<file path="src/rtl/sdram_axi_pkg.sv">
// sdram_axi_pkg: shared types and constants for the SDRAM AXI burst responder
package sdram_axi_pkg;
  typedef enum logic [2:0] {IDLE, W_DATA, W_WAIT, W_RESP, R_WAIT, R_DATA} state_e;
  localparam logic [1:0] RESP_OKAY   = 2'b00;
  localparam logic [1:0] RESP_SLVERR = 2'b10;
  localparam logic [1:0] BURST_INCR  = 2'b01;
  localparam int FIFO_DEPTH = 1024;
  localparam int FIFO_NUM_W = $clog2(FIFO_DEPTH);
endpackage

</file>
<file path="src/rtl/sdram_axi_r_skid.sv">
// sdram_axi_r_skid: 2-entry R channel skid buffer, head entry held stable while stalled
module sdram_axi_r_skid #(
  parameter int W = 19
) (
  input  logic         clk_i,
  input  logic         rst_ni,
  input  logic         in_valid_i,
  output logic         in_ready_o,
  input  logic [W-1:0] in_data_i,
  output logic         out_valid_o,
  input  logic         out_ready_i,
  output logic [W-1:0] out_data_o,
  output logic [1:0]   count_o
);
  logic [W-1:0] head_q, head_d, tail_q, tail_d;
  logic [1:0] cnt_q, cnt_d;
  logic push, pop;
  assign out_valid_o = cnt_q != 2'd0;
  assign in_ready_o  = cnt_q != 2'd2 || out_ready_i;
  assign out_data_o  = head_q;
  assign count_o     = cnt_q;
  assign push = in_valid_i && in_ready_o;
  assign pop  = out_valid_o && out_ready_i;
  // head only moves on a pop or when filling an empty slot, so it never changes under stall
  always_comb begin
    head_d = head_q;
    tail_d = tail_q;
    cnt_d  = cnt_q + 2'(push) - 2'(pop);
    if (pop && cnt_q == 2'd2) head_d = tail_q;
    else if (push && (cnt_q == 2'd0 || (pop && cnt_q == 2'd1))) head_d = in_data_i;
    if (push && (cnt_q == 2'd2 || (cnt_q == 2'd1 && !pop))) tail_d = in_data_i;
  end
  // storage and occupancy registers
  always_ff @(posedge clk_i or negedge rst_ni) begin
    if (!rst_ni) begin
      head_q <= '0;
      tail_q <= '0;
      cnt_q  <= '0;
    end else begin
      head_q <= head_d;
      tail_q <= tail_d;
      cnt_q  <= cnt_d;
    end
  end
endmodule

</file>
<file path="src/rtl/sdram_axi_burst_responder.sv">
// sdram_axi_burst_responder: AXI4 slave serialising one burst at a time onto the SDRAM FIFO core
module sdram_axi_burst_responder
  import sdram_axi_pkg::*;
#(
  parameter int ID_W   = 1,
  parameter int ADDR_W = 23,
  parameter int DATA_W = 16
) (
  input  logic                  sys_clk_i,
  input  logic                  sys_rst_n_i,
  input  logic [ID_W-1:0]       s_awid_i,
  input  logic [ADDR_W-1:0]     s_awaddr_i,
  input  logic [7:0]            s_awlen_i,
  input  logic [1:0]            s_awburst_i,
  input  logic                  s_awvalid_i,
  output logic                  s_awready_o,
  input  logic [DATA_W-1:0]     s_wdata_i,
  input  logic                  s_wlast_i,
  input  logic                  s_wvalid_i,
  output logic                  s_wready_o,
  output logic [ID_W-1:0]       s_bid_o,
  output logic [1:0]            s_bresp_o,
  output logic                  s_bvalid_o,
  input  logic                  s_bready_i,
  input  logic [ID_W-1:0]       s_arid_i,
  input  logic [ADDR_W-1:0]     s_araddr_i,
  input  logic [7:0]            s_arlen_i,
  input  logic [1:0]            s_arburst_i,
  input  logic                  s_arvalid_i,
  output logic                  s_arready_o,
  output logic [ID_W-1:0]       s_rid_o,
  output logic [DATA_W-1:0]     s_rdata_o,
  output logic [1:0]            s_rresp_o,
  output logic                  s_rlast_o,
  output logic                  s_rvalid_o,
  input  logic                  s_rready_i,
  output logic                  wr_fifo_wr_req_o,
  output logic [DATA_W-1:0]     wr_fifo_wr_data_o,
  input  logic [FIFO_NUM_W-1:0] wr_fifo_num_i,
  output logic [ADDR_W-1:0]     wr_b_addr_o,
  output logic [ADDR_W-1:0]     wr_e_addr_o,
  output logic [7:0]            wr_len_o,
  output logic                  wr_burst_flag_o,
  input  logic                  sdram_wr_end_i,
  output logic [ADDR_W-1:0]     rd_b_addr_o,
  output logic [ADDR_W-1:0]     rd_e_addr_o,
  output logic [7:0]            rd_len_o,
  output logic                  rd_burst_flag_o,
  output logic                  rd_fifo_rd_req_o,
  input  logic [DATA_W-1:0]     rd_fifo_rd_data_i,
  input  logic [FIFO_NUM_W-1:0] rd_fifo_num_i,
  input  logic                  sdram_rd_end_i
);
  localparam int SK_W = DATA_W + 3;
  state_e state_q, state_d;
  logic live_q, rr_q, rr_d, err_q, err_d, discard_q, discard_d, pend_q, pend_last_q;
  logic [ID_W-1:0] id_q, id_d;
  logic [ADDR_W-1:0] b_addr_q, b_addr_d, e_addr_q, e_addr_d;
  logic [7:0] len_q, len_d, beat_q, beat_d;
  logic [8:0] issue_q, issue_d;
  logic idle_rdy, aw_hs, ar_hs, w_hs, issue_left, r_fire;
  logic sk_in_valid, sk_in_ready, sk_out_valid;
  logic [SK_W-1:0] sk_in_data, sk_out_data;
  logic [1:0] sk_cnt;
  // live_q keeps both address readies low while reset is asserted
  assign idle_rdy    = live_q && state_q == IDLE;
  assign s_awready_o = idle_rdy && (!s_arvalid_i || !rr_q);
  assign s_arready_o = idle_rdy && (!s_awvalid_i || rr_q);
  assign aw_hs       = s_awvalid_i && s_awready_o;
  assign ar_hs       = s_arvalid_i && s_arready_o;
  assign s_wready_o  = state_q == W_DATA && wr_fifo_num_i <= FIFO_NUM_W'(FIFO_DEPTH - 2);
  assign w_hs        = s_wvalid_i && s_wready_o;
  assign wr_fifo_wr_req_o  = w_hs && !discard_q;
  assign wr_fifo_wr_data_o = wr_fifo_wr_req_o ? s_wdata_i : '0;
  assign wr_burst_flag_o   = state_q == W_WAIT;
  assign rd_burst_flag_o   = state_q == R_WAIT;
  assign s_bvalid_o  = state_q == W_RESP;
  assign s_bresp_o   = s_bvalid_o && err_q ? RESP_SLVERR : RESP_OKAY;
  assign s_bid_o     = id_q;
  assign s_rid_o     = id_q;
  assign wr_b_addr_o = b_addr_q;
  assign wr_e_addr_o = e_addr_q;
  assign wr_len_o    = len_q;
  assign rd_b_addr_o = b_addr_q;
  assign rd_e_addr_o = e_addr_q;
  assign rd_len_o    = len_q;
  // pops are credited against skid occupancy plus the one pop whose data is still in flight
  assign issue_left  = issue_q <= {1'b0, len_q};
  assign r_fire      = sk_out_valid && s_rready_i;
  assign rd_fifo_rd_req_o = state_q == R_DATA && !discard_q && issue_left && rd_fifo_num_i != '0 &&
                            (sk_cnt + {1'b0, pend_q} < 2'd2 || r_fire);
  assign sk_in_valid = state_q == R_DATA && (discard_q ? issue_left : pend_q);
  assign sk_in_data  = discard_q ? {RESP_SLVERR, issue_q[7:0] == len_q, {DATA_W{1'b0}}}
                                 : {RESP_OKAY, pend_last_q, rd_fifo_rd_data_i};
  assign s_rvalid_o  = sk_out_valid;
  assign s_rdata_o   = sk_out_data[DATA_W-1:0];
  assign s_rlast_o   = sk_out_valid && sk_out_data[DATA_W];
  assign s_rresp_o   = sk_out_valid ? sk_out_data[DATA_W+2:DATA_W+1] : RESP_OKAY;
  sdram_axi_r_skid #(.W(SK_W)) u_skid (
    .clk_i       (sys_clk_i),
    .rst_ni      (sys_rst_n_i),
    .in_valid_i  (sk_in_valid),
    .in_ready_o  (sk_in_ready),
    .in_data_i   (sk_in_data),
    .out_valid_o (sk_out_valid),
    .out_ready_i (s_rready_i),
    .out_data_o  (sk_out_data),
    .count_o     (sk_cnt)
  );
  // next-state: latch the granted request, count beats, walk the transaction phases
  always_comb begin
    state_d   = state_q;
    rr_d      = rr_q;
    err_d     = err_q;
    discard_d = discard_q;
    id_d      = id_q;
    b_addr_d  = b_addr_q;
    e_addr_d  = e_addr_q;
    len_d     = len_q;
    beat_d    = beat_q;
    issue_d   = issue_q + 9'(discard_q ? sk_in_valid && sk_in_ready : rd_fifo_rd_req_o);
    if (aw_hs || ar_hs) begin
      id_d      = aw_hs ? s_awid_i : s_arid_i;
      b_addr_d  = aw_hs ? s_awaddr_i : s_araddr_i;
      len_d     = aw_hs ? s_awlen_i : s_arlen_i;
      e_addr_d  = b_addr_d + ADDR_W'(len_d) + ADDR_W'(1);
      discard_d = (aw_hs ? s_awburst_i : s_arburst_i) != BURST_INCR;
      err_d     = discard_d;
      beat_d    = '0;
      issue_d   = '0;
      rr_d      = s_awvalid_i && s_arvalid_i ? !rr_q : rr_q;
      state_d   = aw_hs ? W_DATA : discard_d ? R_DATA : R_WAIT;
    end
    case (state_q)
      W_DATA: if (w_hs) begin
        beat_d = beat_q + 8'd1;
        if ((beat_q == len_q) != s_wlast_i) err_d = 1'b1;
        if (beat_q == len_q) state_d = discard_q ? W_RESP : W_WAIT;
      end
      W_WAIT: if (sdram_wr_end_i) state_d = W_RESP;
      W_RESP: if (s_bready_i) state_d = IDLE;
      R_WAIT: if (sdram_rd_end_i) state_d = R_DATA;
      R_DATA: if (r_fire && s_rlast_o) state_d = IDLE;
      default: ;
    endcase
  end
  // transaction state registers
  always_ff @(posedge sys_clk_i or negedge sys_rst_n_i) begin
    if (!sys_rst_n_i) begin
      state_q     <= IDLE;
      live_q      <= 1'b0;
      rr_q        <= 1'b0;
      err_q       <= 1'b0;
      discard_q   <= 1'b0;
      id_q        <= '0;
      b_addr_q    <= '0;
      e_addr_q    <= '0;
      len_q       <= '0;
      beat_q      <= '0;
      issue_q     <= '0;
      pend_q      <= 1'b0;
      pend_last_q <= 1'b0;
    end else begin
      state_q     <= state_d;
      live_q      <= 1'b1;
      rr_q        <= rr_d;
      err_q       <= err_d;
      discard_q   <= discard_d;
      id_q        <= id_d;
      b_addr_q    <= b_addr_d;
      e_addr_q    <= e_addr_d;
      len_q       <= len_d;
      beat_q      <= beat_d;
      issue_q     <= issue_d;
      pend_q      <= rd_fifo_rd_req_o;
      pend_last_q <= rd_fifo_rd_req_o && issue_q[7:0] == len_q;
    end
  end
endmodule
</file>
<file path="config.mk">
export PLATFORM = sky130hd
export DESIGN_NAME = sdram_axi_burst_responder
export DESIGN_NICKNAME = d
export VERILOG_FILES = /design/src/rtl/sdram_axi_pkg.sv /design/src/rtl/sdram_axi_r_skid.sv /design/src/rtl/sdram_axi_burst_responder.sv
export SDC_FILE = /design/constraint.sdc
export NUM_CORES = 1
export LEC_CHECK = 0
export CORE_MARGIN = 2
export CORE_UTILIZATION = 46
export CTS_CLUSTER_DIAMETER = 200
export DETAILED_ROUTE_END_ITERATION = 10
export GPL_TIMING_DRIVEN = 1
export PLACE_DENSITY_LB_ADDON = 0.15
export SKIP_CTS_REPAIR_TIMING = 1
export SYNTH_ARGS = -nofsm -noshare
export SYNTH_HDL_FRONTEND = slang
export SYNTH_SLANG_ARGS = --single-unit
</file>
<file path="constraint.sdc">
create_clock -name sys_clk_i -period 4.31 [get_ports sys_clk_i]
set_input_delay 0.862 -clock sys_clk_i [delete_from_list [all_inputs] [get_ports sys_clk_i]]
set_output_delay 0.862 -clock sys_clk_i [all_outputs]
set_load 0.02 [all_outputs]
</file>
==> results.py <==
metrics = {
    "timing": {
        "hold_viol": 0,
        "rsz0062_at_grt": "no",
        "finalSetupViolCount": 0,
        "period_share_pct": 93.0,
        "fmax_mhz": 249,
        "tightest_slew_ns": 1.13,
        "report.final.slew_viol_count": 0,
        "max_slew_margin_pct": 24.6,
        "period_needed_ns": 4.01,
        "fin_skew_ns": 0.0110,
        "finalSetupTns_ns": 0,
    },
    "cts": {
        "clock_latency_ns": 0.42,
        "cts_num_sinks": 119,
        "cts_buffer_depth": 2,
        "clock-root-buffer": "clkbuf_16",
        "cts_buffers": 17,
        "htreeDepth": 4,
        "cts_tree": "done",
        "clk_pin_slew_ns": 0.06,
    },
    "synth": {
        "syn_area_per_cell_um2": 8.91,
        "synthFlopType": "dfrtp_1",
        "yosys.cell_types.count": 72,
        "synth-edff-count": 0,
        "synth_cells": 895,
        "synthArstFlopShare_pct": 100,
        "synth_seq_cells": 119,
        "synth_area_um2": 7970,
        "ys_seq_area_share_pct": 37.4,
        "yosysWarningCount": 0,
    },
    "global_routing": {
        "track_usage_pct": 25.7,
        "grt_max_degree": 76,
        "grt_pass1_wl_um": 37300,
        "grt-ovfl-total": 0,
        "grt_pass1_vias": 7169,
        "antenna_found_initial": 1,
    },
    "place": {
        "port_buffers": 283,
        "place.gp.congestion": 0.900,
        "place.detailed.hpwl_um": 17100,
    },
    "critical_path": {
        "r2r-end": "rd_e_addr_o[14]",
        "critPathKind": "flip-flop to output pin",
        "worstSetupStartpoint": "state_q[0]",
        "critPathLaunchType": "flip-flop",
        "worstPathRequired_ns": 3.45,
        "critPathArrivalTime_ns": 3.15,
        "path_max_fanout": 17,
        "rrSetupSlack_ns": 0.68,
        "endpoint": "wr_fifo_wr_data_o[6]",
        "end_kind": "output pin",
        "worstReg2RegStart": "state_q[0]",
        "r2r_cells": 13,
    },
    "power": {
        "seq_power_share_pct": 28.6,
        "p_leak_nw": 4.84,
        "vdd_drop_max_uv": 407,
        "p_per_area_nw_per_um2": 620,
        "power.switching_mw": 2.84,
        "comb_power_share_pct": 50.5,
        "power.share.clock_pct": 20.9,
        "p_int_mw": 4.07,
        "sw_frac_of_total_pct": 41.1,
    },
    "detailed_routing": {
        "route.detailed.drc": 0,
        "drt_iter0_drc": 440,
        "num_vias": 7414,
        "drt_wl_total_um": 23900,
        "via_per_inst": 5.57,
        "antenna_left": 0,
        "routedWlPerCell_um": 17.9,
        "first_pass_iters": 6,
    },
    "die": {
        "fp-row-count": 48,
        "initial_utilization_pct": 46.6,
        "coreArea_um2": 17100,
        "die_h_um": 136,
        "io_pins": 286,
        "die_w_um": 136,
        "die_area_um2": 18400,
    },
    "min_path": {
        "hold_path_class": "flip-flop to flip-flop",
    },
    "cells_and_area": {
        "final_nets": 1245,
        "layout_commonest_cell": "clkdlybuf4s50_1",
        "mostFrequentLayoutCells": "clkdlybuf4s50_1 (282), nand2_1 (118), dfrtp_1 (118), nor2_1 (37), nor3b_1 (34)",
        "area_growth_pct": 39.8,
        "drive_above_1_share_pct": 9.13,
        "post-route-util_pct": 65.1,
    },
    "outcome": {
        "status": "complete, no violations",
    },
    "run": {
        "cap_violations": 0,
    },
}
-- synth_stat cells (23+ instances only) --
master,count,area [um2]
o2111ai_1,24,210
nor3b_1,34,255
o211ai_1,23,173
clkbuf_1,40,150
and3_1,31,194
buf_4,73,548
dfrtp_1,119,2980
a21oi_1,33,165
nand2_1,118,443
nor2_1,40,150
and2_1,28,175
o21ai_0,33,165
-- worst max-delay path: stages (launching register included) --
cell and delay, ns:
dfrtp_1 0.55, nor3b_1 0.60, o311ai_1 0.33, nor2_2 0.45, and2_1 0.20, clkdlybuf4s50_1 0.60
-- sequential cells by signal (all words and copies together), names as in the netlist --
signal and flops:
discard_q 1, pend_last_q 1, s_bid_o 1, live_q 1, state_q 3, rd_len_o 8
u_skid.tail_q 18, u_skid.out_data_o 18, rr_q 1, issue_q 9, rd_b_addr_o 23, u_skid.count_o 2
pend_q 1, err_q 1, beat_q 8, rd_e_addr_o 23
-- metal layers --
metal | part of all wire [%] | vias to the layer above | routed length [um] | GRT usage [%]
met5 | 0 | - | 0 | 0
met4 | 2.9 | 0 | 704 | 11.2
met3 | 6.2 | 50 | 1490 | 5.42
met2 | 48 | 284 | 11600 | 42.1
met1 | 42 | 3515 | 10100 | 32.9
li1 | - | 3565 | - | -
-- worst min-delay path by stage --
stage                                  from           endpoint  slack, ns  cells past startpoint
after floorplan                       err_q              err_q       0.46                      2
after global placement    u_skid.tail_q[18]  u_skid.tail_q[18]       0.47                      1
after detailed placement  u_skid.tail_q[18]  u_skid.tail_q[18]       0.48                      1
after CTS                             err_q              err_q       0.49                      2
after global routing         rd_b_addr_o[9]     rd_b_addr_o[9]       0.52                      2
final                                 err_q              err_q       0.50                      2
-- metrics by stage --
step                setup slack [ns]  instances  cell area, um2  total power [mW]  hold WS [ns]
floorplan                      0.151        896            7970              4.12         0.459
global placement               0.176       1299           10500              5.45         0.473
detailed placement            0.0724       1299           10500              5.47         0.478
CTS                           0.0751       1331           11100              6.95         0.494
global route                   0.130       1332           11100              7.28         0.524
finish                         0.300       1332           11100              6.91         0.501
-- power by group through the flow --
| stage | Clock (mW) | Sequential [mW] | Combinational (mW) |
|---|---|---|---|
| 3_5_place_dp | 0 | 1.98 | 3.49 |
| 6_report | 1.44 | 1.98 | 3.49 |
| 5_1_grt | 1.51 | 2.03 | 3.74 |
| 3_3_place_gp | 0 | 1.98 | 3.46 |
| 4_1_cts | 1.46 | 1.98 | 3.51 |
| 2_1_floorplan | 0 | 2.12 | 2.00 |
-- layout make-up --
| cell class | count | area, um2 |
|---|---|---|
| multi-input cells | 629 | 4180 |
| diodes | 1 | 2.50 |
| repair buffers | 305 | 3020 |
| clock buffers | 19 | 453 |
| fillers | 1425 | 5970 |
| flip-flops and latches | 119 | 2980 |
| well taps | 225 | 282 |
| inverters | 21 | 78.8 |
| clock inverters | 13 | 145 |
-- cell families (layout without fill, tap and decap cells) --
logic type	count (synthesis)	after routing	synth area share (%)
AND/OR/NAND/NOR	337	337	22.1
AO/OA/AOI/OAI	216	216	20.0
buffers and inverters	148	358	10.7
flip-flops	119	119	37.4
XOR/XNOR	27	27	2.97
multiplexers	24	24	3.25
adder cells (fa/ha/maj)	22	22	3.55
other	2	4	0.0942
(Power assumes the default switching activity.)
